==> config.mk <==
export PLATFORM = sky130hd
export DESIGN_NAME = mem_bridge_flat
export DESIGN_NICKNAME = d
export VERILOG_FILES = /design/src/rtl/mem_bridge_pkg.sv /design/src/rtl/mem_bridge_if.sv /design/src/rtl/mem_bridge.sv /design/src/flat_wrapper.sv
export SDC_FILE = /design/constraint.sdc
export NUM_CORES = 1
export LEC_CHECK = 0
export CORE_ASPECT_RATIO = 2
export CORE_MARGIN = 3
export CORE_UTILIZATION = 35
export DETAILED_ROUTE_END_ITERATION = 7
export GPL_ROUTABILITY_DRIVEN = 0
export PLACE_DENSITY = 0.74
export SLEW_MARGIN = 20
export SYNTH_ARGS = -nofsm -noshare
export SYNTH_HDL_FRONTEND = slang
export SYNTH_SLANG_ARGS = --single-unit
==> constraint.sdc <==
create_clock -name clk -period 3.39 [get_ports clk]
set_input_delay 0.339 -clock clk [delete_from_list [all_inputs] [get_ports clk]]
set_output_delay 0.339 -clock clk [all_outputs]
set_load 0.03 [all_outputs]
==> src/rtl/mem_bridge_pkg.sv <==
// Shared types and constants for the CPU-to-sync-RAM bridge.
package mc_pkg;

    typedef enum logic [1:0] {
        IDLE,
        ISSUE,
        WAITRD,
        DONE
    } state_t;

    localparam logic [1:0] ADDR_ALIGN_MASK = 2'b11;

    function automatic logic is_aligned(input logic [1:0] lsb);
        return (lsb & ADDR_ALIGN_MASK) == 2'b00;
    endfunction

endpackage

==> src/rtl/mem_bridge_if.sv <==
// CPU-side and RAM-side bus bundles of the memory bridge.
interface mb_cpu_if;
    logic        cpu_req;
    logic        cpu_we;
    logic [31:0] cpu_adr;
    logic [31:0] cpu_wdata;
    logic [31:0] cpu_rdata;
    logic        cpu_ready;
    logic        cpu_err;

    modport master (
        output cpu_req, cpu_we, cpu_adr, cpu_wdata,
        input  cpu_rdata, cpu_ready, cpu_err
    );
    modport slave (
        input  cpu_req, cpu_we, cpu_adr, cpu_wdata,
        output cpu_rdata, cpu_ready, cpu_err
    );
endinterface

interface mb_mem_if #(
    parameter int ABITS = 10
);
    logic             mem_en;
    logic             mem_we;
    logic [ABITS-1:0] mem_adr;
    logic [31:0]      mem_wdata;
    logic [31:0]      mem_rdata;

    modport master (
        output mem_en, mem_we, mem_adr, mem_wdata,
        input  mem_rdata
    );
    modport slave (
        input  mem_en, mem_we, mem_adr, mem_wdata,
        output mem_rdata
    );
endinterface

==> src/rtl/mem_bridge.sv <==
// Single-outstanding CPU to synchronous-RAM bridge with a fixed
// read latency and misaligned-access error reporting.
module mem_bridge
    import mc_pkg::*;
#(
    parameter int ABITS = 10,
    parameter int WAIT  = 2
) (
    input  logic    clk,
    input  logic    clr,
    mb_cpu_if.slave cpu,
    mb_mem_if.master mem
);

    localparam logic [2:0] CNT_INIT = 3'(WAIT - 1);

    state_t           state_q;
    logic             we_q;
    logic [ABITS+1:0] adr_q;
    logic [31:0]      wdata_q;
    logic [31:0]      rdata_q;
    logic             ready_q;
    logic             err_q;
    logic             en_q;
    logic             mwe_q;
    logic [2:0]       cnt_q;

    logic             aligned_d;
    logic             unused_adr;

    assign aligned_d  = is_aligned(cpu.cpu_adr[1:0]);
    assign unused_adr = ^cpu.cpu_adr[31:ABITS+2];

    always_ff @(posedge clk) begin
        if (clr) begin
            state_q <= IDLE;
            we_q    <= 1'b0;
            adr_q   <= '0;
            wdata_q <= '0;
            rdata_q <= '0;
            ready_q <= 1'b0;
            err_q   <= 1'b0;
            en_q    <= 1'b0;
            mwe_q   <= 1'b0;
            cnt_q   <= '0;
        end else begin
            ready_q <= 1'b0;
            err_q   <= 1'b0;
            en_q    <= 1'b0;
            mwe_q   <= 1'b0;
            unique case (state_q)
                IDLE: begin
                    if (cpu.cpu_req) begin
                        we_q    <= cpu.cpu_we;
                        adr_q   <= cpu.cpu_adr[ABITS+1:0];
                        wdata_q <= cpu.cpu_wdata;
                        // RAM strobes are registered so they line up with ISSUE
                        en_q    <= aligned_d;
                        mwe_q   <= aligned_d & cpu.cpu_we;
                        state_q <= ISSUE;
                    end
                end
                ISSUE: begin
                    if (!is_aligned(adr_q[1:0])) begin
                        ready_q <= 1'b1;
                        err_q   <= 1'b1;
                        state_q <= DONE;
                    end else if (we_q) begin
                        ready_q <= 1'b1;
                        state_q <= DONE;
                    end else begin
                        cnt_q   <= CNT_INIT;
                        state_q <= WAITRD;
                    end
                end
                WAITRD: begin
                    if (cnt_q == 3'd0) begin
                        rdata_q <= mem.mem_rdata;
                        ready_q <= 1'b1;
                        state_q <= DONE;
                    end else begin
                        cnt_q <= cnt_q - 3'd1;
                    end
                end
                DONE: begin
                    state_q <= IDLE;
                end
                default: begin
                    state_q <= IDLE;
                end
            endcase
        end
    end

    assign cpu.cpu_rdata = rdata_q;
    assign cpu.cpu_ready = ready_q;
    assign cpu.cpu_err   = err_q;

    assign mem.mem_en    = en_q;
    assign mem.mem_we    = mwe_q;
    assign mem.mem_adr   = adr_q[ABITS+1:2];
    assign mem.mem_wdata = wdata_q;

endmodule

==> src/flat_wrapper.sv <==
// flat-port wrapper written by rule: the top's interface ports become plain ports
module mem_bridge_flat import mc_pkg::*;
#(
    parameter int ABITS = 10,
    parameter int WAIT  = 2
)
  (clk, clr, cpu_cpu_req, cpu_cpu_we, cpu_cpu_adr, cpu_cpu_wdata, cpu_cpu_rdata, cpu_cpu_ready, cpu_cpu_err, mem_mem_en, mem_mem_we, mem_mem_adr, mem_mem_wdata, mem_mem_rdata);
  mb_cpu_if cpu_i ();
  mb_mem_if #(.ABITS(ABITS)) mem_i ();
  input  logic clk;
  input  logic clr;
  input wire logic [$bits(cpu_i.cpu_req)-1:0] cpu_cpu_req;
  input wire logic [$bits(cpu_i.cpu_we)-1:0] cpu_cpu_we;
  input wire logic [$bits(cpu_i.cpu_adr)-1:0] cpu_cpu_adr;
  input wire logic [$bits(cpu_i.cpu_wdata)-1:0] cpu_cpu_wdata;
  output wire logic [$bits(cpu_i.cpu_rdata)-1:0] cpu_cpu_rdata;
  output wire logic [$bits(cpu_i.cpu_ready)-1:0] cpu_cpu_ready;
  output wire logic [$bits(cpu_i.cpu_err)-1:0] cpu_cpu_err;
  output wire logic [$bits(mem_i.mem_en)-1:0] mem_mem_en;
  output wire logic [$bits(mem_i.mem_we)-1:0] mem_mem_we;
  output wire logic [$bits(mem_i.mem_adr)-1:0] mem_mem_adr;
  output wire logic [$bits(mem_i.mem_wdata)-1:0] mem_mem_wdata;
  input wire logic [$bits(mem_i.mem_rdata)-1:0] mem_mem_rdata;
  assign cpu_i.cpu_req = cpu_cpu_req;
  assign cpu_i.cpu_we = cpu_cpu_we;
  assign cpu_i.cpu_adr = cpu_cpu_adr;
  assign cpu_i.cpu_wdata = cpu_cpu_wdata;
  assign cpu_cpu_rdata = cpu_i.cpu_rdata;
  assign cpu_cpu_ready = cpu_i.cpu_ready;
  assign cpu_cpu_err = cpu_i.cpu_err;
  assign mem_mem_en = mem_i.mem_en;
  assign mem_mem_we = mem_i.mem_we;
  assign mem_mem_adr = mem_i.mem_adr;
  assign mem_mem_wdata = mem_i.mem_wdata;
  assign mem_i.mem_rdata = mem_mem_rdata;
  mem_bridge #(.ABITS(ABITS), .WAIT(WAIT)) u_core (.clk(clk), .clr(clr), .cpu(cpu_i), .mem(mem_i));
endmodule
==> run summary <==
WORST HOLD PATH
-------------------------------------------------------------------------------------------------
Hold crit path type ................................................................ flip-flop to flip-flop

GLOBAL ROUTING
-------------------------------------------------------------------------------------------------
Number of antenna violations at the first check in global routing ..................            0
Overall global routing resource usage ..............................................       17.13%
Wire length of the first global-routing pass .......................................     14000 um
Number of global-route vias before repair ..........................................         2970
Maximum number of pins on one net before global-route repair .......................           47
Global route overflow ..............................................................            0

YOSYS
-------------------------------------------------------------------------------------------------
Post-synthesis instance area .......................................................    3224 um^2
Synth Warn # .......................................................................            0
Portion of synthesized cell area occupied by the leading cell type .................       53.40%
Top area cells in the synthesized netlist .......................................... dfxtp_1 53%, nand2_1 18%, a21oi_1 12%
Synthesized Nets ...................................................................          504
Area leader, netlist ...............................................................      dfxtp_1
Syn Area/Cell ......................................................................   8.101 um^2
Async S/R FF share, synth ..........................................................           0%
Post-synthesis cell count ..........................................................          398
Number of synthesized register bits ................................................           86
Post-synth EDFFs ...................................................................            0
Number of distinct library cell variants in the gate-level netlist after synthesis .           27
Main synth FF type .................................................................      dfxtp_1
Share of the yosys chip area belonging to registers ................................       53.40%

SETUP PATH
-------------------------------------------------------------------------------------------------
Kind of end point of the critical path .............................................    flip-flop
Reg-to-reg setup timing slack ......................................................      1.54 ns
Number of cell instances on the worst register-to-register path ....................            6
Beginning of the critical path ..................................................... u_core.cnt_q[0]
Worst reg2reg startpoint ........................................................... u_core.cnt_q[0]
Data arrival time at the worst-slack endpoint ......................................      2.07 ns
Required time reported for the critical path endpoint ..............................      3.62 ns
Worst Setup EP ..................................................................... u_core.cnt_q[0]
Worst Path Class, Setup ............................................................ flip-flop to flip-flop
Critical Path Source Type ..........................................................    flip-flop
Crit-path max FO ...................................................................           30
Worst reg2reg path endpoint ........................................................ u_core.cnt_q[0]

CLOCK NETWORK
-------------------------------------------------------------------------------------------------
Number of gates resized after cts ..................................................            0
Number of buffers added to fix hold violations after cts ...........................            0
Register clock-pin slew on the reported worst setup and hold paths .................      0.06 ns
Clock tree from TritonCTS ..........................................................          yes
Buffers from clock root to sink, at most ...........................................            2
# clock sinks ......................................................................           86
Library cell used as clock root buffer .............................................    clkbuf_16
Clock buffer count from CTS ........................................................            9
H-tree lvl count ...................................................................            3
Clock latency of the later-clocked register in the worst-skew pair .................      0.33 ns
Buffers inserted during post-CTS setup optimization ................................            0

RUN
-------------------------------------------------------------------------------------------------
# Max-Cap Violations ...............................................................            0

ROUTE
-------------------------------------------------------------------------------------------------
Vias per Instance ..................................................................        4.764
Number of vias in the routed layout ................................................         3054
Final routed wirelength across all metal layers ....................................      8776 um
Number of detailed-route iterations in the first pass ..............................            4
Residual DRC .......................................................................            0
Count of nets left with antenna violations after detail routing ....................            0
Number of design-rule violations left by the first detailed-router iteration .......          102
WL/cell ............................................................................     13.69 um

DIE
-------------------------------------------------------------------------------------------------
Effective utilization at floorplan .................................................       35.78%
Total number of placement rows .....................................................           49
Die Area ...........................................................................   10470 um^2
Die Y ..............................................................................     141.7 um
Core Footprint .....................................................................    9012 um^2
Number of primary I/O pins .........................................................          178
Die X ..............................................................................     73.87 um

STA
-------------------------------------------------------------------------------------------------
Worst slew margin relative to its limit ............................................       47.06%
Pin slew with the least headroom to its limit ......................................    0.7941 ns
Count of final max-slew check failures .............................................            0
Maximum clock skew at final layout .................................................  0.005731 ns
RSZ-0062 raised after global routing ...............................................        false
Worst path setup slack after routing ...............................................     1.543 ns
Hold violation total from the final report .........................................            0
Aggregate negative setup slack .....................................................         0 ns
Post-route minimum period ..........................................................     1.847 ns
Share of the cycle needed by the critical path after routing .......................       54.47%
Maximum clock frequency ............................................................    541.6 MHz
Total of endpoints with negative setup slack in the final report ...................            0

PWR
-------------------------------------------------------------------------------------------------
Leak ...............................................................................     1.809 nW
PwrDens ............................................................................ 749.6 nW/um^2
Worst VDD drop .....................................................................     540.2 uV

PLACED DESIGN
-------------------------------------------------------------------------------------------------
Port-buffer cells ..................................................................          157
Half-perimeter wire length of the detailed placement result ........................      6495 um
Post-placement worst setup slack ...................................................     1.299 ns

RUN STATUS
-------------------------------------------------------------------------------------------------
Outcome ............................................................................    completed

CELLS AND AREA
-------------------------------------------------------------------------------------------------
Final Util .........................................................................       56.28%
Final nets .........................................................................          641
Proportion of layout cells with a drive suffix above 1 .............................       4.453%
Number of antenna diodes ...........................................................            0
Area Overhead vs Synth .............................................................       57.31%

per-stage QoR:
stage	instances	power [mW]	hold WS (ns)	cell area, um^2
after global placement	626	2.781	0.4416	4765
final	641	3.802	0.4510	5072
after CTS	641	3.855	0.4556	5070
after global routing	641	4.038	0.4724	5072
after detailed placement	626	2.829	0.4469	4765
after floorplan	398	2.301	0.4235	3224
area by class of cell:
class                           instances  area, um^2
Clock buffer                           11       232.7
Clock inverter                          4       72.57
Fill cell                             830        3940
Inverter                                5       18.77
Multi-Input combinational cell        272        1290
Sequential cell                        86        1722
Tap cell                              102       127.6
Timing Repair Buffer                  161        1609
power by group:
part	leakage, nW	total, mW	internal, mW	switching (mW)
sequential	0.701	1.31	1.21	0.102
combinational	0.962	1.48	0.590	0.893
clock	0.146	1.01	0.640	0.369
cells in the mapped netlist (2+ instances only):
library cell / instances
nand2_1: 156
dfxtp_1: 86
a21oi_1: 80
buf_4: 14
buf_2: 10
buf_1: 6
ha_1: 6
clkbuf_1: 5
inv_1: 5
and2_1: 3
nand2b_1: 3
nand3_1: 3
o21ai_0: 3
a31oi_1: 2
nand3b_1: 2
nor2_1: 2
nor4_1: 2
cells by family (layout without fill, tap and decap cells):
logic type      count (synthesis)  count (layout)  share of synthesized area, %
fa+ha+maj                       6               6                         2.328
simple gates                  177             177                         22.31
buf+inv                        40             181                         6.675
flops                          86              86                         53.40
compound gates                 89              89                         15.29
sequential cells by signal (all words and copies together), names as in the netlist:
name,flops
u_core.cpu.cpu_rdata,32
u_core.mem.mem_wdata,32
u_core.adr_q,12
u_core.cnt_q,3
u_core.state_q,2
u_core.cpu.cpu_err,1
u_core.cpu.cpu_ready,1
u_core.mem.mem_en,1
u_core.mem.mem_we,1
u_core.we_q,1
worst max-delay path, stage by stage, from the launching register on:
cell       delay (ns)
dfxtp_1          0.36
inv_1            0.09
ha_1             0.21
ha_1             0.24
and2_1           0.23
buf_4            0.25
a2111oi_4        0.36
placed cells by master, fill, tap and decap left out:
cell type	synthesis	routed
o31ai_4	1	1
nand2_2	0	1
clkinvlp_4	0	1
a2111oi_4	1	1
a31oi_1	2	2
dfxtp_1	86	86
clkdlybuf4s50_1	0	156
and2b_1	1	1
nand2b_1	3	3
nand3b_1	2	2
bufinv_16	0	2
nand2_1	156	155
a221oi_1	1	1
nor2b_1	1	1
inv_1	5	5
o21ai_0	3	3
clkinv_2	0	1
ha_1	6	6
or2_2	1	1
buf_4	14	3
and3_4	1	1
nor3b_1	1	1
or3_2	1	1
buf_2	10	1
and2_1	3	3
nor2_1	2	2
buf_12	0	1
nand3_1	3	3
clkbuf_1	5	2
o211ai_1	1	1
nor4_1	2	2
a21oi_1	80	80
clkbuf_16	0	9
layer usage:
layer,up-vias,track usage [%],share of wire (%)
li1,1549,-,-
met1,1374,17.40,35
met2,112,31.37,56
met3,19,4.184,6.3
met4,0,8.023,2.8
met5,-,0,0
worst min path at each step:
| stage | from | endpoint | slack [ns] | cells after the start |
|---|---|---|---|---|
| floorplan | clr | u_core.mem.mem_en | 0.42 | 1 |
| global placement | u_core.adr_q[8] | u_core.adr_q[8] | 0.44 | 2 |
| detailed placement | u_core.mem.mem_wdata[0] | u_core.mem.mem_wdata[0] | 0.45 | 2 |
| CTS | u_core.mem.mem_wdata[0] | u_core.mem.mem_wdata[0] | 0.46 | 2 |
| global route | u_core.mem.mem_wdata[28] | u_core.mem.mem_wdata[28] | 0.47 | 2 |
| finish | u_core.mem.mem_wdata[23] | u_core.mem.mem_wdata[23] | 0.45 | 2 |
No activity file was read; power rests on OpenSTA's default activity.
